## src/rtl/ov5640_pkg.sv

```systemverilog
// Shared types and constants for the OV5640 DVP capture path.
// Optional statistics counters are enabled with `define OV5640_CAPTURE_STATS_EN.
package ov5640_pkg;

    localparam int DVP_W               = 8;
    localparam int PIX_W               = 16;
    localparam int H_ACTIVE_DEFAULT    = 640;
    localparam int SYNC_STAGES_DEFAULT = 2;

    // Capture FSM: waiting for a frame, inside the vsync pulse, or receiving lines.
    typedef enum logic [1:0] {
        ST_IDLE     = 2'd0,
        ST_WAIT_SOF = 2'd1,
        ST_ACTIVE   = 2'd2
    } cap_state_t;

    // One sample of the camera bus, kept together so every bit sees the same delay.
    typedef struct packed {
        logic             pclk;
        logic             vsync;
        logic             href;
        logic [DVP_W-1:0] data;
    } dvp_bus_t;

    // RGB565 arrives big-endian: the first byte of a pair is the upper half.
    function automatic logic [PIX_W-1:0] rgb565_pack(input logic [DVP_W-1:0] hi,
                                                     input logic [DVP_W-1:0] lo);
        return {hi, lo};
    endfunction

endpackage

```

## src/rtl/ov5640_dvp_sync.sv

```systemverilog
// Brings the asynchronous DVP bus into the sys_clk domain. pclk is treated as
// data: all eleven bits share one synchroniser so byte and strobe stay aligned.
// Edge pulses and level outputs are registered once more, so they are mutually
// aligned and glitch-free for the capture logic.
module dvp_sync
    import ov5640_pkg::*;
#(
    parameter int SYNC_STAGES = SYNC_STAGES_DEFAULT   // must be >= 2
) (
    input  logic             clk,
    input  logic             rst,
    input  logic             cam_pclk,
    input  logic             cam_vsync,
    input  logic             cam_href,
    input  logic [DVP_W-1:0] cam_data,
    output logic             href,
    output logic [DVP_W-1:0] data,
    output logic             pclk_rise,
    output logic             href_fall,
    output logic             vsync_rise,
    output logic             vsync_fall
);

    dvp_bus_t                   bus_in;
    dvp_bus_t [SYNC_STAGES-1:0] sync_q;
    dvp_bus_t                   prev_q;
    dvp_bus_t                   bus_s;

    assign bus_in.pclk  = cam_pclk;
    assign bus_in.vsync = cam_vsync;
    assign bus_in.href  = cam_href;
    assign bus_in.data  = cam_data;
    assign bus_s        = sync_q[SYNC_STAGES-1];

    // Synchroniser chain plus one-cycle history of its output for edge detection.
    // NOTE: these flops are deliberately not reset; they always track the live bus,
    // so releasing reset can never fabricate a vsync/href/pclk edge.
    // NOTE: non-blocking assignments make the shift register shift by exactly one
    // stage per clock regardless of statement order.
    always_ff @(posedge clk) begin
        sync_q[0] <= bus_in;
        for (int i = 1; i < SYNC_STAGES; i++) begin
            sync_q[i] <= sync_q[i-1];
        end
        prev_q <= bus_s;
    end

    // Registered edge pulses and levels, all valid in the same cycle.
    always_ff @(posedge clk) begin
        if (rst) begin
            href       <= 1'b0;
            data       <= '0;
            pclk_rise  <= 1'b0;
            href_fall  <= 1'b0;
            vsync_rise <= 1'b0;
            vsync_fall <= 1'b0;
        end else begin
            href       <= bus_s.href;
            data       <= bus_s.data;
            pclk_rise  <= bus_s.pclk  & ~prev_q.pclk;
            href_fall  <= ~bus_s.href & prev_q.href;
            vsync_rise <= bus_s.vsync & ~prev_q.vsync;
            vsync_fall <= ~bus_s.vsync & prev_q.vsync;
        end
    end

endmodule

```

## src/rtl/ov5640_dvp_capture.sv

```systemverilog
// OV5640 DVP receive path: oversampled capture, RGB565 assembly, single-entry
// valid/ready output register, sticky overflow and line-error flags.
// `define OV5640_CAPTURE_STATS_EN adds frame_cnt and line_cnt outputs.
module ov5640_dvp_capture
    import ov5640_pkg::*;
#(
    parameter int H_ACTIVE    = H_ACTIVE_DEFAULT,
    parameter int SYNC_STAGES = SYNC_STAGES_DEFAULT
) (
    input  logic             sys_clk,
    input  logic             sys_rst,
    input  logic             enable,
    input  logic             cam_pclk,
    input  logic             cam_vsync,
    input  logic             cam_href,
    input  logic [DVP_W-1:0] cam_data,
    output logic [PIX_W-1:0] pix_data,
    output logic             pix_valid,
    input  logic             pix_ready,
    output logic             pix_sof,
    output logic             pix_eol,
    output logic             overflow,
    output logic             line_err
`ifdef OV5640_CAPTURE_STATS_EN
    ,
    output logic [15:0]      frame_cnt,
    output logic [11:0]      line_cnt
`endif
);

    localparam int             X_W    = $clog2(H_ACTIVE + 1);
    localparam logic [X_W-1:0] X_LAST = X_W'(H_ACTIVE - 1);
    localparam logic [X_W-1:0] X_SAT  = X_W'(H_ACTIVE);

    // Synchronised camera bus
    logic             s_href;
    logic [DVP_W-1:0] s_data;
    logic             pclk_rise;
    logic             href_fall;
    logic             vsync_rise;
    logic             vsync_fall;

    // FSM
    cap_state_t state;
    cap_state_t state_nxt;
    logic       in_active;
    logic       frame_start;
    logic       frame_end;

    // Pixel assembly
    logic             phase;
    logic [DVP_W-1:0] hi_q;
    logic [X_W-1:0]   x_q;
    logic             sof_pend;
    logic             byte_cap;
    logic             pix_done;
    logic             in_range;
    logic             new_pix;
    logic             accept;
    logic             load;

    dvp_sync #(
        .SYNC_STAGES (SYNC_STAGES)
    ) u_sync (
        .clk        (sys_clk),
        .rst        (sys_rst),
        .cam_pclk   (cam_pclk),
        .cam_vsync  (cam_vsync),
        .cam_href   (cam_href),
        .cam_data   (cam_data),
        .href       (s_href),
        .data       (s_data),
        .pclk_rise  (pclk_rise),
        .href_fall  (href_fall),
        .vsync_rise (vsync_rise),
        .vsync_fall (vsync_fall)
    );

    // FSM state register.
    always_ff @(posedge sys_clk) begin
        if (sys_rst) state <= ST_IDLE;
        else         state <= state_nxt;
    end

    // FSM next state: enable is only consulted on a vsync rise, so a frame in
    // progress always runs to completion.
    // NOTE: state_nxt defaults to the current state before any branch, so every
    // path assigns it and no latch is inferred.
    always_comb begin
        state_nxt = state;
        unique case (state)
            ST_IDLE:     if (enable && vsync_rise) state_nxt = ST_WAIT_SOF;
            ST_WAIT_SOF: if (vsync_fall)           state_nxt = ST_ACTIVE;
            ST_ACTIVE:   if (vsync_rise)           state_nxt = enable ? ST_WAIT_SOF : ST_IDLE;
            default:                               state_nxt = ST_IDLE;
        endcase
    end

    // FSM outputs: capture window and frame boundary strobes.
    always_comb begin
        in_active   = (state == ST_ACTIVE);
        frame_start = (state == ST_WAIT_SOF) && vsync_fall;
        frame_end   = (state == ST_ACTIVE)   && vsync_rise;
    end

    // A byte is taken on each synced pclk rise while href is high; the second
    // byte of a pair completes a pixel, which is kept only if x is on-screen.
    assign byte_cap = in_active && !frame_end && pclk_rise && s_href;
    assign pix_done = byte_cap && phase;
    assign in_range = (x_q != X_SAT);
    assign new_pix  = pix_done && in_range;
    assign accept   = !pix_valid || pix_ready;
    assign load     = new_pix && accept;

    // Byte phase, high byte, x position and start-of-frame marker.
    always_ff @(posedge sys_clk) begin
        if (sys_rst) begin
            phase    <= 1'b0;
            hi_q     <= '0;
            x_q      <= '0;
            sof_pend <= 1'b0;
        end else if (frame_start) begin
            phase    <= 1'b0;
            x_q      <= '0;
            sof_pend <= 1'b1;
        end else if (in_active) begin
            if (frame_end || href_fall) begin
                phase <= 1'b0;
                if (href_fall) x_q <= '0;
            end else if (byte_cap) begin
                if (!phase) begin
                    hi_q  <= s_data;
                    phase <= 1'b1;
                end else begin
                    phase <= 1'b0;
                    if (in_range) x_q <= x_q + 1'b1;
                end
            end
            if (load) sof_pend <= 1'b0;
        end
    end

    // Single holding register; a pixel arriving while it is full and stalled is dropped.
    always_ff @(posedge sys_clk) begin
        if (sys_rst) begin
            pix_valid <= 1'b0;
            pix_data  <= '0;
            pix_sof   <= 1'b0;
            pix_eol   <= 1'b0;
        end else if (load) begin
            pix_valid <= 1'b1;
            pix_data  <= rgb565_pack(hi_q, s_data);
            pix_sof   <= sof_pend;
            pix_eol   <= (x_q == X_LAST);
        end else if (pix_valid && pix_ready) begin
            pix_valid <= 1'b0;
        end
    end

    // Sticky error flags, cleared only by reset.
    always_ff @(posedge sys_clk) begin
        if (sys_rst) begin
            overflow <= 1'b0;
            line_err <= 1'b0;
        end else begin
            if (new_pix && !accept) overflow <= 1'b1;
            if (in_active && phase && (href_fall || frame_end)) line_err <= 1'b1;
            if (pix_done && !in_range) line_err <= 1'b1;
        end
    end

`ifdef OV5640_CAPTURE_STATS_EN
    logic [11:0] line_run;

    // Frame and line statistics; line_cnt publishes the count of the frame just ended.
    always_ff @(posedge sys_clk) begin
        if (sys_rst) begin
            frame_cnt <= '0;
            line_cnt  <= '0;
            line_run  <= '0;
        end else begin
            if (frame_start) begin
                line_run <= '0;
            end else if (in_active && href_fall && line_run != 12'hFFF) begin
                line_run <= line_run + 12'd1;
            end
            if (frame_end) begin
                frame_cnt <= frame_cnt + 16'd1;
                line_cnt  <= line_run;
            end
        end
    end
`endif

endmodule

```

## config.mk

```make
export PLATFORM = sky130hd
export DESIGN_NAME = ov5640_dvp_capture
export DESIGN_NICKNAME = d
export VERILOG_FILES = /design/src/rtl/ov5640_pkg.sv /design/src/rtl/ov5640_dvp_sync.sv /design/src/rtl/ov5640_dvp_capture.sv
export SDC_FILE = /design/constraint.sdc
export NUM_CORES = 1
export LEC_CHECK = 0
export CORE_AREA = 4 4 92 94
export CTS_BUF_LIST = sky130_fd_sc_hd__clkbuf_8
export DETAILED_ROUTE_END_ITERATION = 8
export DIE_AREA = 0 0 96 98
export HOLD_SLACK_MARGIN = 0.08
export MAX_ROUTING_LAYER = met4
export PLACE_DENSITY = 0.68
export SLEW_MARGIN = 10
export SYNTH_ARGS = -nofsm -noshare
export SYNTH_HDL_FRONTEND = slang
export SYNTH_SLANG_ARGS = --single-unit
```

## constraint.sdc

```tcl
create_clock -name sys_clk -period 1.6 [get_ports sys_clk]
set_input_delay 0.48 -clock sys_clk [delete_from_list [all_inputs] [get_ports sys_clk]]
set_output_delay 0.48 -clock sys_clk [all_outputs]
set_load 0.005 [all_outputs]
```

==> flow_metrics.tcl <==
set metrics [dict create \
    critPathMaxFanout 7 \
    peakVddDrop_mv 0.612 \
    synth_area_um2 2810 \
    synth_ff_type "dfxtp_1" \
    syn2layout_area_growth_pct 36.5 \
    numCtsBuffers 9 \
    setup_viol 31 \
    path_class "flop to flop" \
    max-slew-margin-rel_pct 71.1 \
    start_util_pct 36.8 \
    startpoint "x_q[4]" \
    use_met2_pct 18.9 \
    clk_pin_slew_ns 0.08 \
    setup_ws_ns -0.143 \
    ctsHoldBuffers 0 \
    routabilityCongestion 0.831 \
    arrival_ns 1.96 \
    drc 0 \
    clkLatencyLatePin_ns 0.35 \
    routedWlPerCell_um 13.8 \
    synth-edff-count 0 \
    rr_endpoint "x_q[8]" \
    pin_count 36 \
    port_buffers 35 \
    violations "negative setup slack" \
    crit_path_end "x_q[8]" \
    hold_depth 0 \
    ys_seq_area_share_pct 57.7 \
    synth.avg_cell_area_um2 10.3 \
    grt_pass1_vias 2103 \
    hp-class "flop to flop" \
    drive_gt1_share_pct 24.9 \
    grt_start_max_net_pins 32 \
    grt_usage_pct 13.8 \
    cp.required_ns 1.82 \
    clk_path_buf_depth 2 \
    ys_ff_latch 81 \
    cts-root-buf "clkbuf_8" \
    hold_violations 0 \
    met1_usage_pct 18.0 \
    overflow 0 \
    cts-htree-levels 3 \
    grt_setup_unrepaired "yes" \
    die_area_um2 9410 \
    dp_hpwl_mm 3.86 \
    pwr_density_cell_nw_per_um2 973 \
    post-route-period-util_pct 109 \
    cts_tree "done" \
    ant_nets 0 \
    num_antenna_cells 0 \
    rrSetupSlack_ns -0.14 \
    post-route-min-period_ns 1.74 \
    grt_first_pass_wirelength_mm 9.84 \
    nNetsFinal 350 \
    synth-async-reset-ratio_pct 0 \
    die_y_um 98 \
    drt_iter0_drc 96 \
    drv_cap 0 \
    yosysUniqueCellTypes 36 \
    synth_nets 291 \
    grt-busiest-layer "met2" \
    cts_sinks 81 \
    die_w_um 96 \
    tightest_slew_ns 0.430 \
    tns_ns -2.58 \
    grt_util_met3_pct 4.31 \
    fmax_ghz 0.574 \
    rr_worst_depth 5 \
    routed_wl_mm 6.05 \
    start_kind "flop" \
    rr_startpoint "x_q[4]" \
    antenna_found_initial 0 \
    num_vias 2272 \
    rows 32 \
    core_um2 7650 \
    fin_worst_skew_ns 0.0103 \
    dr.pass1.iters 4 \
    final_util_pct 50.2 \
    syn_inst 274 \
    ys_warn_count 0 \
    maxSlewViolCount 0 \
    cp-end-kind "flop" \
    status "finished, violations left" \
    via_per_inst 5.16 \
    leakagePower_nw 1.55 \
]
[Yosys cell counts (8+ instances only)]
| master | count | area (µm²) |
|---|---|---|
| nor2b_1 | 11 | 68.8 |
| a31oi_1 | 15 | 93.8 |
| dfxtp_1 | 81 | 1620 |
| clkbuf_1 | 8 | 30.0 |
| a21oi_1 | 21 | 105 |
| o31ai_1 | 17 | 128 |
| buf_2 | 8 | 40.0 |
| nand2b_1 | 8 | 50.1 |
| nand2_1 | 13 | 48.8 |
| nand4_1 | 19 | 119 |
| nor2_1 | 18 | 67.6 |
| mux2i_1 | 10 | 100 |
[cells in the final DEF (no fill, tap or decap), drive strengths merged, types with 2 or more instances in the layout]
cell / Yosys / final
inv: 2 / 4
buf: 14 / 35
and4: 2 / 2
o22ai: 2 / 2
a211oi: 2 / 2
a31oi: 15 / 15
o31ai: 17 / 17
a21oi: 21 / 21
clkbuf: 8 / 12
and3: 2 / 2
nor2: 18 / 18
nor2b: 11 / 11
dlygate4sd2: 0 / 21
nor3b: 4 / 4
nand3: 4 / 4
o21ai: 2 / 2
clkdlybuf4s50: 0 / 13
mux2i: 10 / 10
nand2b: 8 / 8
clkinv: 0 / 2
and3b: 2 / 2
nand4: 19 / 19
a41oi: 2 / 2
nand2: 13 / 13
dfxtp: 81 / 81
ha: 2 / 2
nor3: 4 / 4
[critical path, cell delays in order (launching register included)]
cell and delay, ns:
dfxtp_1 0.32, or3_4 0.40, or4_4 0.52, buf_6 0.17, a31oi_1 0.15, a31oi_1 0.06
[layer usage]
metal  vias up  wire length, µm
met5         -                0
met4         0              204
met1      1047             2960
met3        25              326
li1       1126                -
met2        74             2570
[state kept, by name, indices dropped and copies added (netlist names)]
name / cells
hi_q: 8
line_err: 1
overflow: 1
phase: 1
pix_data: 16
pix_eol: 1
pix_sof: 1
pix_valid: 1
sof_pend: 1
state: 2
u_sync.bus_s: 11
u_sync.data: 8
u_sync.href: 1
u_sync.href_fall: 1
u_sync.pclk_rise: 1
u_sync.prev_q: 3
u_sync.sync_q: 11
u_sync.vsync_fall: 1
u_sync.vsync_rise: 1
x_q: 10
[report_power, final]
group          total (mW)  internal (mW)  switching, mW
registers            2.08           2.06         0.0196
clock network        1.54          0.817          0.726
logic               0.105         0.0579         0.0472
[metrics by stage]
| stage | cells | hold WS (ns) | worst slack (ns) | power [mW] | cell area, µm² |
|---|---|---|---|---|---|
| floorplan | 274 | 0.310 | -0.0632 | 2.18 | 2820 |
| global placement | 422 | 0.311 | -0.137 | 2.23 | 3480 |
| detailed placement | 422 | 0.312 | -0.123 | 2.23 | 3480 |
| CTS | 438 | 0.331 | -0.0385 | 3.78 | 3750 |
| global route | 440 | 0.338 | -0.197 | 3.89 | 3840 |
| finish | 440 | 0.326 | -0.143 | 3.73 | 3840 |
[layout make-up]
| type | count | area, µm² |
|---|---|---|
| Clock inverter | 5 | 61.3 |
| Timing Repair Buffer | 70 | 668 |
| Tap cell | 102 | 128 |
| Sequential cell | 81 | 1640 |
| Multi-Input combinational cell | 169 | 1180 |
| Inverter | 2 | 7.51 |
| Clock buffer | 11 | 151 |
| Fill cell | 691 | 3810 |
[worst min-delay path by stage]
stage	from	endpoint	slack (ns)
after CTS	u_sync.sync_q[6]	u_sync.bus_s[6]	0.33
after floorplan	u_sync.sync_q[0]	u_sync.bus_s[0]	0.31
after global placement	u_sync.sync_q[10]	u_sync.bus_s[10]	0.31
after global routing	u_sync.sync_q[10]	u_sync.bus_s[10]	0.34
final	u_sync.sync_q[4]	u_sync.bus_s[4]	0.33
after detailed placement	u_sync.sync_q[10]	u_sync.bus_s[10]	0.31
[kinds of logic (layout without fill, tap and decap cells)]
kind of cell	count (synthesis)	after routing	share of synthesized area (%)
simple gates	93	93	18.5
flops	81	81	57.7
compound gates	64	64	15.3
buf+inv	24	88	4.09
mux	10	10	3.56
fa+ha+maj	2	2	0.890
[repair_timing]
| action | 4_1_cts | 5_1_grt |
|---|---|---|
| cloned | 0 | 1 |
| endpoints found under the setup margin | 53 | 32 |
| gates resized for setup | 48 | 8 |
| buffers inserted | 1 | 1 |
| pin swaps | 8 | 14 |
No activity file was read; power rests on OpenSTA's default activity.
